File: src/rtl/bram_arb_pkg.sv
// Shared constants for the two-master block-RAM arbiter.
// Master tags, the read-enable encoding and the starvation counter width.
package bram_arb_pkg;
    localparam logic       MASTER_M0 = 1'b0;
    localparam logic       MASTER_M1 = 1'b1;
    localparam logic [3:0] WE_READ   = 4'b0000;
    localparam int         CNT_W     = 4;
endpackage

File: src/rtl/bram_arb_starve_ctr.sv
// Saturating count of consecutive cycles m1 has been denied while requesting.
// limit_hit is registered state only, so it can feed the combinational grant without a loop.
module bram_arb_starve_ctr
    import bram_arb_pkg::*;
#(
    parameter int LIMIT = 4
) (
    input  logic clk,
    input  logic rst,
    input  logic inc,
    input  logic clr,
    output logic limit_hit
);
    localparam logic [CNT_W-1:0] LIM = CNT_W'(LIMIT);

    logic [CNT_W-1:0] cnt;

    always_ff @(posedge clk) begin
        if (rst || clr) begin
            cnt <= '0;
        end else if (inc && (cnt != LIM)) begin
            cnt <= cnt + CNT_W'(1);
        end
    end

    assign limit_hit = (cnt == LIM);
endmodule

File: src/rtl/bram_arbiter.sv
// Shares one single-port byte-write BRAM between m0 (priority) and m1 (starvation-protected).
// Grant is combinational; read data returns one cycle after issue, tagged to the issuing master.
module bram_arbiter
    import bram_arb_pkg::*;
#(
    parameter int ADDR_WIDTH   = 14,
    parameter int STARVE_LIMIT = 4
) (
    input  logic                  clk,
    input  logic                  rst,
    input  logic                  m0_req,
    input  logic [3:0]            m0_we,
    input  logic [ADDR_WIDTH-1:0] m0_addr,
    input  logic [31:0]           m0_wdata,
    output logic                  m0_gnt,
    output logic                  m0_rvalid,
    input  logic                  m1_req,
    input  logic [3:0]            m1_we,
    input  logic [ADDR_WIDTH-1:0] m1_addr,
    input  logic [31:0]           m1_wdata,
    output logic                  m1_gnt,
    output logic                  m1_rvalid,
    output logic [31:0]           rdata,
    output logic [ADDR_WIDTH-1:0] ram_addr,
    output logic [31:0]           ram_din,
    output logic [3:0]            ram_we,
    input  logic [31:0]           ram_dout
);
    logic limit_hit;
    logic rd_vld_q;
    logic rd_owner_q;
    logic issue_read;

    // m1 only beats m0 once it has been denied STARVE_LIMIT cycles in a row.
    always_comb begin
        m0_gnt   = 1'b0;
        m1_gnt   = 1'b0;
        ram_addr = '0;
        ram_din  = '0;
        ram_we   = WE_READ;
        if (!rst) begin
            if (m1_req && (!m0_req || limit_hit)) begin
                m1_gnt   = 1'b1;
                ram_addr = m1_addr;
                ram_din  = m1_wdata;
                ram_we   = m1_we;
            end else if (m0_req) begin
                m0_gnt   = 1'b1;
                ram_addr = m0_addr;
                ram_din  = m0_wdata;
                ram_we   = m0_we;
            end
        end
    end

    bram_arb_starve_ctr #(
        .LIMIT(STARVE_LIMIT)
    ) u_starve (
        .clk      (clk),
        .rst      (rst),
        .inc      (m1_req && m0_gnt),
        .clr      (m1_gnt || !m1_req),
        .limit_hit(limit_hit)
    );

    assign issue_read = (m0_gnt || m1_gnt) && (ram_we == WE_READ);

    // Owner tag travels with each read so alternating masters get their own data.
    always_ff @(posedge clk) begin
        if (rst) begin
            rd_vld_q   <= 1'b0;
            rd_owner_q <= MASTER_M0;
        end else begin
            rd_vld_q   <= issue_read;
            rd_owner_q <= m1_gnt ? MASTER_M1 : MASTER_M0;
        end
    end

    assign m0_rvalid = rd_vld_q && (rd_owner_q == MASTER_M0);
    assign m1_rvalid = rd_vld_q && (rd_owner_q == MASTER_M1);
    assign rdata     = ram_dout;
endmodule

File: config.mk
export PLATFORM = sky130hd
export DESIGN_NAME = bram_arbiter
export DESIGN_NICKNAME = d
export VERILOG_FILES = /design/src/rtl/bram_arb_pkg.sv /design/src/rtl/bram_arb_starve_ctr.sv /design/src/rtl/bram_arbiter.sv
export SDC_FILE = /design/constraint.sdc
export NUM_CORES = 1
export LEC_CHECK = 0
export ABC_AREA = 1
export CORE_MARGIN = 10
export CORE_UTILIZATION = 23
export CTS_CLUSTER_DIAMETER = 30
export DETAILED_ROUTE_END_ITERATION = 7
export HOLD_SLACK_MARGIN = 0.02
export PLACE_DENSITY = 0.87
export SLEW_MARGIN = 20
export SYNTH_ARGS = -nofsm -noshare
export SYNTH_HDL_FRONTEND = slang
export SYNTH_SLANG_ARGS = --single-unit
File: constraint.sdc
create_clock -name clk -period 4.25 [get_ports clk]
set_input_delay 0.85 -clock clk [delete_from_list [all_inputs] [get_ports clk]]
set_output_delay 0.85 -clock clk [all_outputs]
set_load 0.01 [all_outputs]
==> metrics.yaml <==
status: "complete, no violations"
initial_core_util_pct: 23.69
cp_top_family: "buffers and inverters"
grtUsageTotal_pct: 11.82
synth_area_leaders: "nand2_1 42%, buf_4 20%, dfxtp_1 9.3%"
setup_viol: 0
slew_violations: 0
wl_per_cell_um: 14.06
clock_skew_ps: 3.831
num_rows: 27
post_cts_resize_count: 0
slowest_delay_ps: 660
rsz0062_at_grt: "false"
finalCritPeriodShare_pct: 88.75
synth-seq-cells: 6
syn-num-nets: 382
p_clk_share_pct: 22.8
drt-total-wl_mm: 6.144
dpl_cell_area_sq_um: 2645
grt_pass1_wl_mm: 8.694
p_total_uw: 372.9
p_per_area_nw_per_um2: 138.8
num_vias: 1776
numPortBuffers: 157
maxCapViolCount: 0
seqPwrFrac_pct: 16.0
fp.dieW_um: 95.07
min_path_type: "flop to flop"
fmax_ghz: 0.2651
clkLatencyLatePin_ps: 220
root_buffer: "clkbuf_8"
r2r_start: "u_starve.cnt[0]"
finish.instance_area_sq_um: 2686
path_cells: "clkdlybuf4s50_1, inv_1, nor2_2, nand2_2, inv_2, buf_4, nand2_1, nand2_1, clkdlybuf4s50_1"
peakVddDrop_uv: 127.0
drc: 0
p_sw_uw: 105.7
diodes: 0
holdWs_ps: 467.8
overflow: 0
p_comb_share_pct: 61.2
grt_max_degree: 31
worstMarginPinSlew_ps: 337.3
hold_violations: 0
gp_congestion: 0.8345
slew_headroom_pct: 77.51
crit_path_start_kind: "input pin"
ant_nets: 0
endpoint_kind: "output port"
synth_top_cell_area_share_pct: 41.70
synth.distinct_cells: 20
crit_slowest_cell: "clkdlybuf4s50_1"
dr.pass1.iters: 4
syn_inst: 244
via_per_inst: 4.064
yosysTopAreaCell: "nand2_1"
crit_buf_inv: 5
clk_pin_slew_ps: 30
p_leak_nw: 1.274
startpoint: "m1_req"
rr_worst_depth: 8
switching_share_pct: 28.34
layout-drive-gt1-share_pct: 6.575
fin_tns_setup_ps: 0
grt_pass1_vias: 1805
area_growth_pct: 107.2
synth.avg_cell_area_sq_um: 5.312
intPower_uw: 267.2
cts_post_setup_buffers_inserted: 0
final_nets: 505
arrival_ps: 2920
syn_area_sq_um: 1296
core_area_sq_um: 5473
htree_levels: 1
cts_tree: "done"
clock_path_buffers: 2
regToRegSetupSlack_ps: 2750
numCtsBuffers: 3
grt_antenna_before_repair: 0
rr_endpoint: "u_starve.cnt[0]"
cts.sinks: 6
critPathKind: "input pin to output port"
drtIter0Drc: 36
hold_path_end: "u_starve.cnt[0]"
critPathRequiredTime_ps: 3400
postCtsHoldBufs: 0
holdPathStages: 1
pin_count: 222
yosys_warnings: 0
worstHoldStart: "u_starve.cnt[0]"
synth_seq_area_share_pct: 9.266
fin_crit_ps: 3772
hpwl_mm: 5.340
die_y_um: 95.07
path_max_fanout: 28
die_area_sq_um: 9038
-- worst register-to-register path, cell delays in order (launching register included) --
cell	delay [ps]
dfxtp_1	370
inv_1	60
ha_1	200
nand3_2	90
nand2_4	90
a21oi_4	140
buf_4	230
nand2_1	140
nor2_1	110
-- sequential cells by signal, indices dropped and copies added (netlist names) --
name          cells
rd_vld_q          1
rd_owner_q        1
u_starve.cnt      4
-- synthesized netlist by cell type --
master,n
o21ai_0,1
buf_4,35
nand3_2,1
nand3_1,5
inv_2,1
xnor2_1,1
nand2_4,1
dfxtp_1,6
nand3b_1,2
buf_2,3
nand2_1,144
ha_1,2
a21oi_4,1
nor2_2,1
nand2_2,12
buf_12,1
xor2_1,1
nor2_1,6
inv_1,16
buf_6,4
-- cell type report --
class,instances,area (sq um)
multi-input cells,178,769.5
flip-flops and latches,6,120.1
well taps,72,90.09
inverters,17,63.81
repair buffers,161,1602
clock buffers,3,41.29
fillers,533,2786
-- layer usage --
metal  vias up  GRT usage [%]  routed length (um)
li1        925              -                   -
met1       730          11.84                2196
met2       103          20.57                2962
met3        18          5.892                 843
met4         0          4.613                 141
met5         -              0                   0
-- worst max path at each step --
stage / to / slack [ps] / depth (start not counted)
finish: ram_din[23] / 480 / 9
global route: ram_addr[6] / 320 / 9
CTS: ram_addr[6] / 460 / 9
detailed placement: ram_addr[6] / 460 / 9
global placement: ram_din[13] / 550 / 9
floorplan: ram_din[10] / 1750 / 9
-- cells in the final DEF (no fill, tap or decap) --
cell type	count
nand2_1	144
dfxtp_1	6
o21ai_0	1
nand3_2	1
ha_1	2
xnor2_1	1
nand2_4	1
clkbuf_8	3
clkdlybuf4s50_1	157
nand2_2	12
nor2_1	6
nor2_2	1
xor2_1	1
buf_4	4
inv_2	1
nand3_1	5
inv_1	16
a21oi_4	1
nand3b_1	2
-- power by group through the flow --
| stage | registers [mW] | logic, mW | clock network [mW] |
|---|---|---|---|
| floorplan | 0.0600 | 0.0997 | 0 |
| global placement | 0.0601 | 0.227 | 0 |
| detailed placement | 0.0602 | 0.229 | 0 |
| CTS | 0.0595 | 0.231 | 0.0863 |
| global route | 0.0598 | 0.246 | 0.0923 |
| finish | 0.0595 | 0.228 | 0.0850 |
-- stage by stage --
step	instances	utilization, %	setup slack [ps]
finish	437	49.09	478.2
global route	437	49.09	319.2
CTS	437	49.09	463.7
detailed placement	434	48.33	463.0
global placement	434	48.33	551.3
floorplan	244	-	1753
-- logic make-up after synthesis --
group | after synthesis | share of synthesized area, %
AOI/OAI and AO/OA | 2 | 1.641
buffers and inverters | 60 | 31.37
xor gates and xnor gates | 2 | 1.352
DFF | 6 | 9.267
adders and majority gates | 2 | 1.930
and+or+nand+nor | 172 | 54.44
Note: power is estimated with default switching activity, not from simulation.
